[config.mk]
export PLATFORM = sky130hd
export DESIGN_NAME = dma_multi_ch_sched
export DESIGN_NICKNAME = d
export VERILOG_FILES = /design/src/rtl/dma_multi_ch_sched.sv
export SDC_FILE = /design/constraint.sdc
export NUM_CORES = 2
export LEC_CHECK = 0
export CAP_MARGIN = 10
export CORE_UTILIZATION = 59
export DETAILED_ROUTE_END_ITERATION = 8
export MAX_ROUTING_LAYER = met4
export PLACE_DENSITY_LB_ADDON = 0.1
export SYNTH_ARGS = -nofsm -noshare
export SYNTH_HDL_FRONTEND = slang
export SYNTH_SLANG_ARGS = --single-unit
[constraint.sdc]
create_clock -name clk -period 21.3 [get_ports clk]
set_clock_uncertainty 0.2 [all_clocks]
set_input_delay 2.13 -clock clk [delete_from_list [all_inputs] [get_ports clk]]
set_output_delay 2.13 -clock clk [all_outputs]
set_load 0.02 [all_outputs]
[src/rtl/dma_multi_ch_sched.sv]
// Multi-channel DMA chunk scheduler: splits per-channel transfers into burst/4 KB-legal chunks
// and issues them round-robin, one in flight. Define DMA_CH_PRIO_EN for a high-priority class.
module dma_multi_ch_sched #(
    parameter int unsigned NUM_CH = 4,
    parameter int unsigned ADDR_W = 32,
    parameter int unsigned DATA_W = 32,
    parameter int unsigned LEN_W  = 32,
    localparam int unsigned CH_W  = $clog2(NUM_CH)
) (
    input  logic                       clk,
    input  logic                       rst,
    input  logic [NUM_CH-1:0]          ch_go_i,
    input  logic [NUM_CH*ADDR_W-1:0]   ch_src_i,
    input  logic [NUM_CH*ADDR_W-1:0]   ch_dst_i,
    input  logic [NUM_CH*LEN_W-1:0]    ch_len_i,
    input  logic [NUM_CH-1:0]          ch_prio_i,
    input  logic                       abort_i,
    input  logic [7:0]                 max_burst_i,
    output logic                       chk_valid_o,
    input  logic                       chk_ready_i,
    output logic [CH_W-1:0]            chk_ch_o,
    output logic [ADDR_W-1:0]          chk_src_o,
    output logic [ADDR_W-1:0]          chk_dst_o,
    output logic [12:0]                chk_bytes_o,
    input  logic                       chk_done_i,
    input  logic                       chk_err_i,
    output logic [NUM_CH-1:0]          ch_busy_o,
    output logic [NUM_CH-1:0]          ch_done_o,
    output logic [NUM_CH-1:0]          ch_err_o,
    output logic                       active_o
);
    localparam int unsigned BPB = DATA_W / 8;
    localparam int unsigned CW  = (LEN_W > 16) ? LEN_W : 16;
    localparam logic [ADDR_W-1:0] ALIGN_MASK = ADDR_W'(BPB - 1);

    typedef enum logic [1:0] {StIdle, StArb, StIssue, StWait} state_e;

    state_e             state_q, state_d;
    logic [NUM_CH-1:0]  busy_q, busy_d, done_q, done_d, err_q, err_d;
    logic [ADDR_W-1:0]  src_q [NUM_CH];
    logic [ADDR_W-1:0]  src_d [NUM_CH];
    logic [ADDR_W-1:0]  dst_q [NUM_CH];
    logic [ADDR_W-1:0]  dst_d [NUM_CH];
    logic [LEN_W-1:0]   rem_q [NUM_CH];
    logic [LEN_W-1:0]   rem_d [NUM_CH];
    logic [CH_W-1:0]    ptr_q, ptr_d, cur_q, cur_d;
    logic [ADDR_W-1:0]  csrc_q, csrc_d, cdst_q, cdst_d;
    logic [12:0]        cbytes_q, cbytes_d;
    logic               discard_q, discard_d;
    logic               wait_exit;

    logic [NUM_CH-1:0]  cand;
    logic [CH_W:0]      pick;
    logic [CH_W-1:0]    gnt;
    logic [CW-1:0]      rem_c, burst_c, src_room, dst_room, size_c;

    // Returns {found, index} of the first set bit after 'last', wrapping.
    function automatic logic [CH_W:0] rr_pick(input logic [NUM_CH-1:0] mask,
                                              input logic [CH_W-1:0]   last);
        logic [CH_W:0] res;
        int            idx;
        res = '0;
        for (int i = int'(NUM_CH); i > 0; i--) begin
            idx = (int'(last) + i) % int'(NUM_CH);
            if (mask[idx]) res = {1'b1, idx[CH_W-1:0]};
        end
        return res;
    endfunction

`ifdef DMA_CH_PRIO_EN
    logic [NUM_CH-1:0] hi_busy;
    assign hi_busy = busy_q & ch_prio_i;
    assign cand    = (hi_busy != '0) ? hi_busy : busy_q;
`else
    logic unused_prio;
    assign unused_prio = ^ch_prio_i;
    assign cand        = busy_q;
`endif

    always_comb begin
        pick     = rr_pick(cand, ptr_q);
        gnt      = pick[CH_W-1:0];
        rem_c    = CW'(rem_q[gnt]);
        burst_c  = (CW'(max_burst_i) + CW'(1)) * CW'(BPB);
        src_room = CW'(13'd4096 - {1'b0, src_q[gnt][11:0]});
        dst_room = CW'(13'd4096 - {1'b0, dst_q[gnt][11:0]});
        size_c   = rem_c;
        if (burst_c < size_c)  size_c = burst_c;
        if (src_room < size_c) size_c = src_room;
        if (dst_room < size_c) size_c = dst_room;
    end

    always_comb begin
        state_d   = state_q;
        busy_d    = busy_q;
        done_d    = done_q;
        err_d     = err_q;
        src_d     = src_q;
        dst_d     = dst_q;
        rem_d     = rem_q;
        ptr_d     = ptr_q;
        cur_d     = cur_q;
        csrc_d    = csrc_q;
        cdst_d    = cdst_q;
        cbytes_d  = cbytes_q;
        discard_d = discard_q;
        wait_exit = 1'b0;

        for (int c = 0; c < int'(NUM_CH); c++) begin
            if (ch_go_i[c] && !busy_q[c] && !abort_i) begin
                src_d[c]  = ch_src_i[c*ADDR_W +: ADDR_W];
                dst_d[c]  = ch_dst_i[c*ADDR_W +: ADDR_W];
                rem_d[c]  = ch_len_i[c*LEN_W +: LEN_W];
                done_d[c] = 1'b0;
                err_d[c]  = 1'b0;
                if (ch_len_i[c*LEN_W +: LEN_W] == '0) begin
                    done_d[c] = 1'b1;
                end else if (((ch_src_i[c*ADDR_W +: ADDR_W] |
                               ch_dst_i[c*ADDR_W +: ADDR_W]) & ALIGN_MASK) != '0) begin
                    err_d[c] = 1'b1;
                end else begin
                    busy_d[c] = 1'b1;
                end
            end
        end

        unique case (state_q)
            StIdle: if (busy_q != '0 && !abort_i) state_d = StArb;
            StArb: begin
                if (abort_i || !pick[CH_W]) begin
                    state_d = StIdle;
                end else begin
                    ptr_d    = gnt;
                    cur_d    = gnt;
                    csrc_d   = src_q[gnt];
                    cdst_d   = dst_q[gnt];
                    cbytes_d = 13'(size_c);
                    state_d  = StIssue;
                end
            end
            StIssue: begin
                // An accepted chunk must still be drained, so abort on the same cycle as
                // ready waits for its completion and drops the result.
                if (chk_ready_i) begin
                    state_d   = StWait;
                    discard_d = abort_i;
                end else if (abort_i) begin
                    state_d = StIdle;
                end
            end
            StWait: begin
                if (abort_i) discard_d = 1'b1;
                if (chk_done_i) begin
                    wait_exit = 1'b1;
                    discard_d = 1'b0;
                    if (!discard_q && !abort_i) begin
                        if (chk_err_i) begin
                            busy_d[cur_q] = 1'b0;
                            err_d[cur_q]  = 1'b1;
                        end else begin
                            src_d[cur_q] = src_q[cur_q] + ADDR_W'(cbytes_q);
                            dst_d[cur_q] = dst_q[cur_q] + ADDR_W'(cbytes_q);
                            rem_d[cur_q] = rem_q[cur_q] - LEN_W'(cbytes_q);
                            if (rem_q[cur_q] == LEN_W'(cbytes_q)) begin
                                busy_d[cur_q] = 1'b0;
                                done_d[cur_q] = 1'b1;
                            end
                        end
                    end
                end
            end
            default: state_d = StIdle;
        endcase

        if (abort_i) busy_d = '0;
        if (wait_exit) begin
            state_d = (discard_q || abort_i || busy_d == '0) ? StIdle : StArb;
        end
    end

    always_ff @(posedge clk) begin
        if (rst) begin
            state_q   <= StIdle;
            busy_q    <= '0;
            done_q    <= '0;
            err_q     <= '0;
            ptr_q     <= CH_W'(NUM_CH - 1);
            cur_q     <= '0;
            csrc_q    <= '0;
            cdst_q    <= '0;
            cbytes_q  <= '0;
            discard_q <= 1'b0;
            for (int c = 0; c < int'(NUM_CH); c++) begin
                src_q[c] <= '0;
                dst_q[c] <= '0;
                rem_q[c] <= '0;
            end
        end else begin
            state_q   <= state_d;
            busy_q    <= busy_d;
            done_q    <= done_d;
            err_q     <= err_d;
            ptr_q     <= ptr_d;
            cur_q     <= cur_d;
            csrc_q    <= csrc_d;
            cdst_q    <= cdst_d;
            cbytes_q  <= cbytes_d;
            discard_q <= discard_d;
            src_q     <= src_d;
            dst_q     <= dst_d;
            rem_q     <= rem_d;
        end
    end

    assign chk_valid_o = (state_q == StIssue);
    assign chk_ch_o    = cur_q;
    assign chk_src_o   = csrc_q;
    assign chk_dst_o   = cdst_q;
    assign chk_bytes_o = cbytes_q;
    assign ch_busy_o   = busy_q;
    assign ch_done_o   = done_q;
    assign ch_err_o    = err_q;
    assign active_o    = (busy_q != '0) || (state_q != StIdle);

endmodule
==> impl_results.md <==
- HPWL after DPL: 78.38 mm
- Synth async-reset ratio: 0%
- Number of enable flip-flop cells after synthesis: 0
- Mapped Area: 30070 sq um
- Worst slew pin tran: 1.333 ns
- Drt pass-1 iters: 6
- Clk Latency, worst-skew pair: 0.64 ns
- Routed WL per cell: 25.70 microns
- Crit path kind: in -> reg
- Crit path largest cell delay: 0.68 ns
- Warnings from Yosys: 0
- P&R area growth vs syn: 23.28%
- Initial antenna violation count: 31
- Peak VDD IR: 0.06799 mV
- Top cells by area, synth: dfxtp_1 32%, a211oi_1 16%, mux4_2 7.1%, nor2b_1 6.1%, mux2i_1 5.2%
- Clock sink count: 480
- Die Ht: 227.8 microns
- Width of the die: 227.8 microns
- TNS Setup: 0 ns
- CTS H-Tree Depth: 2
- Starting Density: 59.94%
- Core footprint: 50170 sq um
- Tightest Hold Check Type: reg -> reg
- Critical path's slowest cell: clkdlybuf4s50_1
- Slew Viols, Final: 0
- Power per cell area: 67.13 nW/um^2
- Grt total ovfl: 0
- Post-route ant nets: 0
- Synth Flop Type: dfxtp_1
- Unrepaired setup endpoints after global routing: no
- Nets: 4314
- Yosys cell types: 71
- Port bufs: 494
- First-pass GRT wire length: 177.3 mm
- CTS tree: built
- FMAX: 104.2 MHz
- Via count: 31300
- Post-synthesis register bit count: 480
- Cell area after layout: 37070 sq um
- Clock Tree Root: clkbuf_16
- Nature of the critical path startpoint: input port
- Core Rows: 82
- Remaining DRCs: 0
- Register area share after synthesis: 31.96%
- Worst EP required: 21.60 ns
- Total GRT Usage: 44.89%
- I/O pin count: 499
- Fin crit period: 9.599 ns
- Area leader, netlist: dfxtp_1
- Final hold violation count: 0
- Critical Path AT: 9.90 ns
- Mean Syn Cell Area: 8.482 sq um
- Final Cycle Share: 45.07%
- Mapped Cells: 3545
- Hold buffer count at CTS: 0
- Via-to-Cell Ratio: 6.835
- Pin count of the biggest net entering global routing: 159
- Finish-stage setup viols: 0
- Leakage: 12.73 nW
- Status: completed
- Share of post-route cells with drive strength above 1: 7.021%
- Vias in the first global route: 30130
- RD Place Congestion: 1.010
- Quantity of gates resized following cts: 0
- Reg clk slew, reported paths: 0.06 ns
- Crit end category: flop
- Slew HR: 10.31%
- Synth top area share: 31.96%
- Post-Route WL: 117.7 mm
- Die Area: 51870 sq um
- Max cap viols: 0
- Starting DRT DRC Count: 3827
- Number of setup buffers added after CTS: 0
- CTS max path bufs: 3
- Dpl cell area: 35030 sq um
- Critical Path Fanout Max: 11
- Total CTS buffers: 54
==> routing by layer <==
| metal | GRT usage, % | wire length [microns] |
|---|---|---|
| met3 | 9.413 | 13040 |
| met2 | 68.94 | 53640 |
| met5 | - | 0 |
| met4 | 26.71 | 7245 |
| met1 | 54.27 | 43770 |
==> synth_stat cells, types with 46 or more instances <==
cell type / n
a211oi_1: 643
a21oi_1: 133
a31oi_1: 51
clkbuf_1: 253
dfxtp_1: 480
ha_1: 74
inv_1: 66
mux2i_1: 157
mux4_2: 95
nand2_1: 413
nand3_1: 149
nor2_1: 152
nor2b_1: 295
nor3_1: 46
nor4_1: 66
xnor2_1: 64
==> power by group <==
| part | total, mW | switching [mW] | internal, mW |
|---|---|---|---|
| logic | 0.484 | 0.265 | 0.219 |
| registers | 0.962 | 0.0288 | 0.933 |
| clock network | 1.04 | 0.414 | 0.628 |
==> layout make-up <==
type | instances | area [sq um]
clock inverters | 22 | 360.3
clock buffers | 77 | 1590
repair buffers | 533 | 5240
multi-input cells | 2696 | 19090
fillers | 3723 | 13100
well taps | 672 | 840.8
diodes | 33 | 82.58
inverters | 66 | 247.7
flip-flops and latches | 480 | 9617
==> flip-flops by register name, summed over array words and instances (netlist names) <==
signal,flops
ch_busy_o,4
ch_done_o,4
ch_err_o,4
chk_bytes_o,13
chk_ch_o,2
chk_dst_o,32
chk_src_o,32
discard_q,1
dst_q,128
ptr_q,2
rem_q,128
src_q,128
state_q,2
==> cells by family after synthesis <==
logic type | Yosys count | share of synthesized area [%]
simple gates | 1264 | 21.11
compound gates | 985 | 22.99
flops | 480 | 31.96
buf+inv | 370 | 4.877
mux | 258 | 12.57
xor+xnor | 109 | 3.175
fa+ha+maj | 78 | 3.316
other cells | 1 | 0.01247
==> cells in the final DEF (no fill, tap or decap), types with 7 or more instances in the layout <==
cell and count:
a211oi_1 643, clkdlybuf4s50_1 493, dfxtp_1 478, nand2_1 410, nor2b_1 295, mux2i_1 157
nor2_1 149, nand3_1 147, a21oi_1 133, mux4_2 95, ha_1 74, inv_1 66
nor4_1 66, xnor2_1 64, clkbuf_16 56, a31oi_1 51, o21ai_0 45, xor2_1 45
nor3_1 45, a21o_1 38, buf_4 38, diode_2 33, nand4_1 27, and3_1 24
nand2b_1 17, o21ai_1 13, or3_1 12, clkbuf_8 11, or2_2 10, and2_1 10
clkbuf_1 10, clkinv_2 9, bufinv_16 9, o211ai_1 8, a311oi_1 7, or4_1 7
o21a_1 7
==> through the flow <==
step / cells / utilization [%] / worst slack, ns / power [mW] / hold slack (ns)
after floorplan: 3546 / - / 13.12 / 1.265 / 0.2614
after global placement: 4446 / 69.82 / 11.32 / 1.434 / 0.2410
after detailed placement: 4446 / 69.82 / 11.24 / 1.446 / 0.2464
after CTS: 4545 / 73.71 / 11.87 / 2.472 / 0.2550
after global routing: 4577 / 73.88 / 11.17 / 2.558 / 0.2713
final: 4579 / 73.89 / 11.70 / 2.488 / 0.2546
==> worst max-delay path: cells and delay by family <==
family | cells | cell delay, ns
AO/OA/AOI/OAI | 13 | 2.57
XOR/XNOR | 1 | 0.21
adder cells (fa/ha/maj) | 4 | 1.13
buffers and inverters | 2 | 0.75
multiplexers | 2 | 0.77
AND/OR/NAND/NOR | 9 | 2.31
==> worst paths after layout <==
kind	start	end	slack (ns)	cells past startpoint
max	max_burst_i[0]	chk_bytes_o[11]	11.70	31
min	chk_src_o[14]	chk_src_o[14]	0.25	2
max reg2reg	ch_busy_o[3]	chk_bytes_o[11]	12.05	33
min reg2reg	chk_src_o[14]	chk_src_o[14]	0.25	2
Note: power is estimated with default switching activity, not from simulation.
